$ cat config.mk
export PLATFORM = sky130hd
export DESIGN_NAME = array_feeder
export DESIGN_NICKNAME = d
export VERILOG_FILES = /design/src/rtl/array_feeder.sv
export SDC_FILE = /design/constraint.sdc
export NUM_CORES = 1
export LEC_CHECK = 0
export ABC_AREA = 1
export BUFFER_PORTS_ARGS = -buffer_cell sky130_fd_sc_hd__buf_4
export CORE_ASPECT_RATIO = 2
export CORE_MARGIN = 2
export CORE_UTILIZATION = 40
export DETAILED_ROUTE_END_ITERATION = 16
export GPL_TIMING_DRIVEN = 1
export PLACE_DENSITY_LB_ADDON = 0.1
export SKIP_CTS_REPAIR_TIMING = 1
export SYNTH_ARGS = -nofsm -noshare
export SYNTH_HDL_FRONTEND = slang
export SYNTH_SLANG_ARGS = --single-unit
$ cat constraint.sdc
create_clock -name clk -period 1.56 [get_ports clk]
set_clock_uncertainty 0.05 [all_clocks]
set_input_delay 0.312 -clock clk [delete_from_list [all_inputs] [get_ports clk]]
set_output_delay 0.312 -clock clk [all_outputs]
set_load 0.01 [all_outputs]
$ cat src/rtl/array_feeder.sv
// array_feeder: loads ROWS weight words into a systolic array, then streams data vectors skewed one cycle per row.
// Optional macro ARRAY_FEEDER_STATS_EN adds a 16-bit saturating accepted-vector counter on vec_count.
module array_feeder #(
  parameter int ROWS = 4,
  parameter int DW   = 8
) (
  input  logic               clk,
  input  logic               rst_n,
  input  logic               start,
  input  logic               w_valid,
  output logic               w_ready,
  input  logic [DW*ROWS-1:0] w_data,
  input  logic               in_valid,
  output logic               in_ready,
  input  logic [DW*ROWS-1:0] in_data,
  input  logic               in_last,
  output logic [DW*ROWS-1:0] win_o,
  output logic               wwrite_o,
  output logic [DW*ROWS-1:0] datain_o,
  output logic [ROWS-1:0]    active_o,
  output logic               busy,
`ifdef ARRAY_FEEDER_STATS_EN
  output logic [15:0]        vec_count,
`endif
  output logic               done
);

  localparam int CW = $clog2(ROWS);
  localparam logic [CW-1:0] LAST    = CW'(ROWS - 1);
  localparam logic [CW-1:0] PRELAST = CW'(ROWS - 2);

  typedef enum logic [1:0] {IDLE, WLOAD, STREAM, DRAIN} state_t;

  state_t            state_q;
  logic [CW-1:0]     cnt_q;
  logic              w_ready_q;
  logic              in_ready_q;
  logic              busy_q;
  logic              done_q;
  logic              wwrite_q;
  logic [DW*ROWS-1:0] win_q;

  logic w_fire;
  logic in_fire;

  assign w_fire  = w_valid && w_ready_q;
  assign in_fire = in_valid && in_ready_q;

  // Handshake and status outputs are registered alongside the state, so they change only with it.
  always_ff @(posedge clk or negedge rst_n) begin
    if (!rst_n) begin
      state_q    <= IDLE;
      cnt_q      <= '0;
      w_ready_q  <= 1'b0;
      in_ready_q <= 1'b0;
      busy_q     <= 1'b0;
      done_q     <= 1'b0;
    end else begin
      case (state_q)
        IDLE: begin
          if (start) begin
            state_q   <= WLOAD;
            cnt_q     <= '0;
            w_ready_q <= 1'b1;
            busy_q    <= 1'b1;
          end
        end
        WLOAD: begin
          if (w_fire) begin
            if (cnt_q == LAST) begin
              state_q    <= STREAM;
              cnt_q      <= '0;
              w_ready_q  <= 1'b0;
              in_ready_q <= 1'b1;
            end else begin
              cnt_q <= cnt_q + 1'b1;
            end
          end
        end
        STREAM: begin
          if (in_fire && in_last) begin
            state_q    <= DRAIN;
            cnt_q      <= '0;
            in_ready_q <= 1'b0;
          end
        end
        DRAIN: begin
          if (cnt_q == LAST) begin
            state_q <= IDLE;
            cnt_q   <= '0;
            busy_q  <= 1'b0;
            done_q  <= 1'b0;
          end else begin
            cnt_q  <= cnt_q + 1'b1;
            done_q <= (cnt_q == PRELAST);
          end
        end
        default: begin
          state_q    <= IDLE;
          cnt_q      <= '0;
          w_ready_q  <= 1'b0;
          in_ready_q <= 1'b0;
          busy_q     <= 1'b0;
          done_q     <= 1'b0;
        end
      endcase
    end
  end

  always_ff @(posedge clk or negedge rst_n) begin
    if (!rst_n) begin
      wwrite_q <= 1'b0;
      win_q    <= '0;
    end else begin
      wwrite_q <= w_fire;
      if (w_fire) begin
        win_q <= w_data;
      end
    end
  end

  // Lane r is delayed through r+1 stages; a non-transfer cycle enters as a zero bubble.
  for (genvar r = 0; r < ROWS; r++) begin : g_lane
    logic [r:0][DW-1:0] sh_q;
    logic [r:0]         v_q;

    always_ff @(posedge clk or negedge rst_n) begin
      if (!rst_n) begin
        sh_q <= '0;
        v_q  <= '0;
      end else begin
        sh_q[0] <= in_fire ? in_data[r*DW +: DW] : '0;
        v_q[0]  <= in_fire;
        for (int s = 1; s <= r; s++) begin
          sh_q[s] <= sh_q[s-1];
          v_q[s]  <= v_q[s-1];
        end
      end
    end

    assign datain_o[r*DW +: DW] = sh_q[r];
    assign active_o[r]          = v_q[r];
  end

`ifdef ARRAY_FEEDER_STATS_EN
  logic [15:0] vcnt_q;

  always_ff @(posedge clk or negedge rst_n) begin
    if (!rst_n) begin
      vcnt_q <= '0;
    end else if (state_q == IDLE && start) begin
      vcnt_q <= '0;
    end else if (in_fire && vcnt_q != 16'hFFFF) begin
      vcnt_q <= vcnt_q + 16'd1;
    end
  end

  assign vec_count = vcnt_q;
`endif

  assign w_ready  = w_ready_q;
  assign in_ready = in_ready_q;
  assign busy     = busy_q;
  assign done     = done_q;
  assign win_o    = win_q;
  assign wwrite_o = wwrite_q;

endmodule

==> metrics.csv, run 1 <==
stage;metric;value;unit
synthesis;post-synthesis sequential area ratio;0.724;
cts;Clock Path Buffers;2;
critical_path;CP arrival;1710;ps
cts;# H-tree levels;4;
layout;nets@finish;590;
synthesis;post-synth cell types;21;
route;DRT Pass-1 Iters;4;
cts;Root Buffer;clkbuf_16;
run;Max Cap Viol;0;
cts;clk sink count;125;
sta;crit share post-route;0.917;
layout;Area Overhead vs Synth;39.2;%
floorplanning;die span in x;77.5;um
sta;Final Critical Period;1430;ps
critical_path;top fanout value on the critical path;6;
route;total wire length;8.86;mm
route;Post-DRT Antenna Nets;0;
sta;Final Max Tran Viols;0;
run_status;outcome;complete, no violations;
cts;cts bufs inserted;17;
critical_path;CP endpoint kind;register;
route;initial DRC count;159;
pwr;Leak;3.40;nW
floorplanning;core box area;10500;um^2
global_routing;pin count of the biggest net entering global routing;40;
critical_path;critical setup path kind;register to register;
floorplanning;Die Y-Extent;151;um
critical_path;Crit path required time;1840;ps
sta;unrepaired setup endpoints after global routing;no;
route;DRC;0;
synthesis;syn nets;455;
global_routing;total global-route track usage;0.166;
worst_hold_path;Worst Hold Class;input pin to register;
place;RePlAce Congestion;0.834;
pwr;maximum vdd ir drop;0.00106;V
pwr;Power per Cell Area;1880;nW/um^2
sta;Fin. Hold Viols;0;
route;via density per instance;4.34;
sta;PnR worst setup slack;129;ps
synthesis;yosys warns;0;
cts;CTS tree;yes;
synthesis;Avg Inst Size Synth;11.5;um^2
floorplanning;I/O pin total;143;
global_routing;GRT overflow;0;
cts;clk_lat worst skew;410;ps
layout;number of inserted diodes;0;
floorplanning;Die ar.;11700;um^2
place;Post-DP HPWL;6.36;mm
global_routing;initial antenna violation count;0;
route;routed length per placed instance;13.4;um
floorplanning;row count;53;
critical_path;Worst setup SP type;register;
route;detailed-route via count;2871;
floorplanning;Initial Util;0.410;
synthesis;Cell Area, Synth;4320;um^2
global_routing;vias in the first global route;3037;
layout;layout cell share with drive strength beyond 1;0.368;
global_routing;first-pass GRT wire length;14.5;mm
place;Port-buffer cells;142;
synthesis;Seq cells post-synth;125;
place;Post-Place Worst Slack;139;ps
layout;# fillers;923;
sta;Final setup viols;0;
layout;area of the multi-input gates;792;um^2
synthesis;Cells after Synth;377;
sta;fmax;699;MHz
sta;final setup TNS;0;ps
layout;register area;3130;um^2
sta;Worst Max-Slew Pin Slew;537;ps
cts;clock slew at reported path FFs;60;ps
sta;Slew HR;0.642;
## cells by family after synthesis
logic type | after synthesis | share of synthesized area
AND/OR/NAND/NOR | 159 | 0.147
flip-flops | 125 | 0.724
buffers and inverters | 76 | 0.0927
AO/OA/AOI/OAI | 8 | 0.0104
adder cells (fa/ha/maj) | 8 | 0.0232
multiplexers | 1 | 0.00261
## cells in the mapped netlist
| cell | instances | area, um^2 |
|---|---|---|
| nand4_1 | 3 | 18.8 |
| nand3_1 | 2 | 10.0 |
| or2_2 | 1 | 6.26 |
| inv_2 | 1 | 3.75 |
| o211ai_1 | 1 | 7.51 |
| o21bai_1 | 1 | 7.51 |
| nand2_1 | 110 | 413 |
| nand2_4 | 1 | 11.3 |
| o21ai_0 | 1 | 5.00 |
| inv_4 | 1 | 6.26 |
| a21oi_1 | 1 | 5.00 |
| nand2_2 | 4 | 25.0 |
| o21ai_1 | 4 | 20.0 |
| dfrtp_1 | 125 | 3130 |
| nor2_1 | 37 | 139 |
| inv_1 | 40 | 150 |
| mux2_2 | 1 | 11.3 |
| buf_4 | 28 | 210 |
| nand3_2 | 1 | 10.0 |
| ha_1 | 8 | 100 |
| buf_2 | 6 | 30.0 |
## cell usage in the layout, fill, tap and decap left out, types with 5 or more instances in the layout
cell type / n
buf_4: 146
clkbuf_16: 17
dfrtp_1: 124
ha_1: 8
inv_1: 40
inv_6: 5
inv_8: 7
nand2_1: 109
nand2_2: 5
nor2_1: 37
## report_power, final
group          internal, W  switching [W]
sequential         0.00407       0.000390
clock              0.00229        0.00160
combinational      0.00135        0.00160
total              0.00771        0.00359
## flip-flops by register name, indices dropped and copies added (netlist names)
name	cells
g_lane.v_q	4
state_q	2
cnt_q	2
g_lane.sh_q	56
datain_o	24
in_ready	1
done	1
wwrite_o	1
busy	1
win_o	32
w_ready	1
## path summary, 6_finish.rpt
path                                              start                            to  slack (ps)  cells past startpoint
setup / recovery                 state_q[1]$_DFFE_PN0P_           w_ready$_DFFE_PN0P_         130                      8
hold / removal                                w_data[7]          win_o[7]$_DFFE_PN0P_          50                      3
setup reg to reg                 state_q[1]$_DFFE_PN0P_           w_ready$_DFFE_PN0P_         130                      8
hold reg to reg            g_lane[3].sh_q[10]$_DFF_PN0_  g_lane[3].sh_q[18]$_DFF_PN0_         290                      0
max in group asynchronous                         rst_n   g_lane[2].sh_q[2]$_DFF_PN0_         670                      3
min in group asynchronous                         rst_n         win_o[20]$_DFFE_PN0P_         280                      2
## cell type report
type,count,area share
Sequential cell,125,0.520
Timing Repair Buffer,150,0.194
Multi-Input combinational cell,176,0.132
Clock buffer,17,0.0708
Tap cell,137,0.0285
Clock inverter,15,0.0279
Inverter,42,0.0266
## critical path: stages, from the launching register on
cell     delay (ps)
dfrtp_1         410
inv_1           140
ha_1            300
inv_1            70
nor2_1          140
nor2_1           80
nand2_2          70
nand2_1          40
o21ai_1          60
## through the flow
stage	hold slack (ps)	area [um^2]	total power, W	cells	util
final	53.4	6010	0.0113	662	0.570
after global routing	42.8	6010	0.0120	662	0.570
after CTS	-276	6000	0.0114	661	0.569
after detailed placement	162	5410	0.00747	629	0.513
after global placement	163	5410	0.00736	629	0.513
after floorplan	-33.6	4320	0.00607	377	-
## metal layers
| layer | GRT usage | part of all wire |
|---|---|---|
| met3 | 0.0548 | 0.047 |
| met2 | 0.301 | 0.58 |
| met4 | 0.0848 | 0.023 |
| met5 | 0 | 0 |
| met1 | 0.167 | 0.35 |
(Power assumes the default switching activity.)
==> inputs of run 2 (changes only) <==
--- a/config.mk
+++ b/config.mk
@@ -13,6 +13,7 @@
 export DETAILED_ROUTE_END_ITERATION = 16
 export GPL_TIMING_DRIVEN = 1
 export PLACE_DENSITY_LB_ADDON = 0.1
+export SETUP_SLACK_MARGIN = 0.15
 export SKIP_CTS_REPAIR_TIMING = 1
 export SYNTH_ARGS = -nofsm -noshare
 export SYNTH_HDL_FRONTEND = slang
==> metrics.csv, run 2 (synthesis gave the netlist of run 1 again) <==
stage;metric;value;unit;change
critical_path;Worst setup SP type;register;;unchanged
route;total wire length;8.95;mm;was 8.86 mm
cts;Root Buffer;clkbuf_16;;unchanged
layout;most frequent cells in the layout;buf_4, dfrtp_1, nand2_1;;unchanged
critical_path;CP endpoint kind;register;;unchanged
route;detailed-route via count;2888;;was 2871
sta;Final setup viols;0;;unchanged
pwr;combinational share of power;0.268;;was 0.261
layout;most common cell after layout, fill and taps aside;buf_4;;unchanged
global_routing;vias in the first global route;3037;;unchanged
place;Post-Place Worst Slack;139;ps;unchanged
critical_path;CP top delay family;flip-flops;;unchanged
run;Max Cap Viol;0;;unchanged
pwr;share of total power in sequential cells;0.391;;was 0.395
route;initial DRC count;147;;was 159
layout;number of inserted diodes;0;;unchanged
route;DRT Pass-1 Iters;4;;unchanged
route;DRC;0;;unchanged
global_routing;pin count of the biggest net entering global routing;40;;unchanged
critical_path;critical-path cell list;inv_2 > ha_1 > nand2_2 > nand2_2 > inv_4 > nand3_2 > nand2_1 > nand2_1;;was inv_1 > ha_1 > inv_1 > nor2_1 > nor2_1 > nand2_2 > nand2_1 > o21ai_1
pwr;total power;0.0114;W;was 0.0113 W
sta;Worst Max-Slew Pin Slew;330;ps;was 537 ps
floorplanning;core box area;10500;um^2;unchanged
pwr;Net Sw Power;0.00364;W;was 0.00359 W
cts;clk_lat worst skew;410;ps;about the same
layout;nets@finish;592;;was 590
sta;final setup TNS;0;ps;unchanged
global_routing;total global-route track usage;0.166;;unchanged
route;Post-DRT Antenna Nets;0;;unchanged
pwr;Switching Fraction;0.319;;was 0.318
cts;clock slew at reported path FFs;60;ps;about the same
global_routing;first-pass GRT wire length;14.5;mm;unchanged
route;routed length per placed instance;13.5;um;was 13.4 um
global_routing;initial antenna violation count;0;;unchanged
critical_path;CP arrival;1600;ps;was 1710 ps
layout;Largest register FFs;56;;unchanged
critical_path;Reg2Reg Setup Slack;200;ps;was 130 ps
cts;cts bufs inserted;17;;unchanged
critical_path;Slowest-stage cell, CP;dfrtp_1;;unchanged
pwr;Clk pwr share;0.341;;was 0.344
critical_path;Worst Reg-to-Reg Cells;8;;unchanged
cts;# H-tree levels;4;;unchanged
worst_hold_path;Worst Hold Depth;3;;unchanged
sta;Fin. Hold Viols;0;;unchanged
floorplanning;I/O pin total;143;;unchanged
sta;fmax;735;MHz;was 699 MHz
sta;unrepaired setup endpoints after global routing;yes;;was no
sta;crit share post-route;0.872;;was 0.917
critical_path;reg2reg start;state_q[1]$_DFFE_PN0P_;;unchanged
critical_path;critical setup path kind;register to register;;unchanged
pwr;maximum vdd ir drop;0.00108;V;was 0.00106 V
critical_path;critical path's largest stage delay;410;ps;about the same
cts;Clock Path Buffers;2;;unchanged
worst_hold_path;Hold Startpoint;w_data[7];;unchanged
global_routing;GRT overflow;0;;unchanged
route;via density per instance;4.35;;was 4.34
place;Post-DP HPWL;6.36;mm;unchanged
cts;CTS tree;yes;;unchanged
worst_hold_path;Worst Hold Class;input pin to register;;unchanged
sta;Final Critical Period;1360;ps;was 1430 ps
floorplanning;Initial Util;0.410;;unchanged
layout;Area Overhead vs Synth;40.3;%;was 39.2%
sta;PnR worst setup slack;200;ps;was 129 ps
run_status;outcome;complete, no violations;;unchanged
sta;Final Max Tran Viols;0;;unchanged
cts;clk sink count;125;;unchanged
critical_path;worst r2r dst;state_q[0]$_DFFE_PN0P_;;was w_ready$_DFFE_PN0P_
pwr;Internal Power;0.00778;W;was 0.00771 W
layout;Most flops, register;g_lane.sh_q;;unchanged
layout;layout cell share with drive strength beyond 1;0.385;;was 0.368
floorplanning;die span in x;77.5;um;unchanged
sta;Slew HR;0.780;;was 0.642
pwr;Leak;3.41;nW;was 3.40 nW
critical_path;top fanout value on the critical path;5;;was 6
floorplanning;row count;53;;unchanged
floorplanning;Die Y-Extent;151;um;unchanged
floorplanning;Die ar.;11700;um^2;unchanged
place;RePlAce Congestion;0.834;;unchanged
critical_path;Crit path required time;1800;ps;was 1840 ps
worst_hold_path;hold path endpoint;win_o[7]$_DFFE_PN0P_;;unchanged
layout;# fillers;919;;was 923
pwr;Power per Cell Area;1890;nW/um^2;was 1880 nW/um^2
critical_path;Buf+Inv Stages, Crit Path;2;;unchanged
place;placed cell area;5410;um^2;unchanged
place;Port-buffer cells;142;;unchanged
layout;cell area after layout;6060;um^2;was 6010 um^2
## run 2: per-stage QoR
| stage | cells | hold slack, ps | utilization |
|---|---|---|---|
| finish | 664 | 52.8 | 0.574 |
| global route | 664 | 42.8 | 0.574 |
| CTS | 661 | -276 | 0.569 |
| detailed placement | 629 | 162 | 0.513 |
| global placement | 629 | 163 | 0.513 |
| floorplan | 377 | -33.6 | - |
## run 2: layout make-up
type | instances | area (um^2) | share of cell area
multi-input cells | 176 | 816 | 0.135
well taps | 137 | 171 | 0.0283
clock inverters | 15 | 168 | 0.0277
clock buffers | 17 | 425 | 0.0702
flip-flops and latches | 125 | 3130 | 0.517
inverters | 42 | 163 | 0.0269
repair buffers | 152 | 1180 | 0.196
## run 2: layer usage
layer | vias to the layer above | global-route usage | share of wire
li1 | 1372 | - | -
met1 | 1398 | 0.167 | 0.35
met2 | 106 | 0.301 | 0.58
met3 | 12 | 0.0548 | 0.048
met4 | 0 | 0.0848 | 0.022
met5 | - | 0 | 0
## run 2: how the worst max path moves through the flow
stage | cells after the start | start | endpoint
3_3_place_gp | 7 | state_q[1]$_DFFE_PN0P_ | in_ready$_DFFE_PN0P_
4_1_cts | 6 | state_q[0]$_DFFE_PN0P_ | state_q[0]$_DFFE_PN0P_
2_1_floorplan | 7 | state_q[1]$_DFFE_PN0P_ | in_ready$_DFFE_PN0P_
3_5_place_dp | 6 | state_q[0]$_DFFE_PN0P_ | state_q[0]$_DFFE_PN0P_
5_1_grt | 8 | state_q[0]$_DFFE_PN0P_ | in_ready$_DFFE_PN0P_
6_report | 8 | state_q[1]$_DFFE_PN0P_ | state_q[0]$_DFFE_PN0P_
## run 2: worst register-to-register path, delay by kind of cell (launching register included)
kind	cells	cell delay (ps)
and+or+nand+nor	5	360
DFF	1	410
adders and majority gates	1	230
buffers and inverters	2	180
## run 2: power by group through the flow
stage,Clock [W],Combinational (W),Sequential [W]
6_report,0.00389,0.00306,0.00447
5_1_grt,0.00416,0.00340,0.00457
4_1_cts,0.00401,0.00297,0.00447
3_5_place_dp,0,0.00296,0.00451
3_3_place_gp,0,0.00288,0.00448
2_1_floorplan,0,0.00137,0.00469
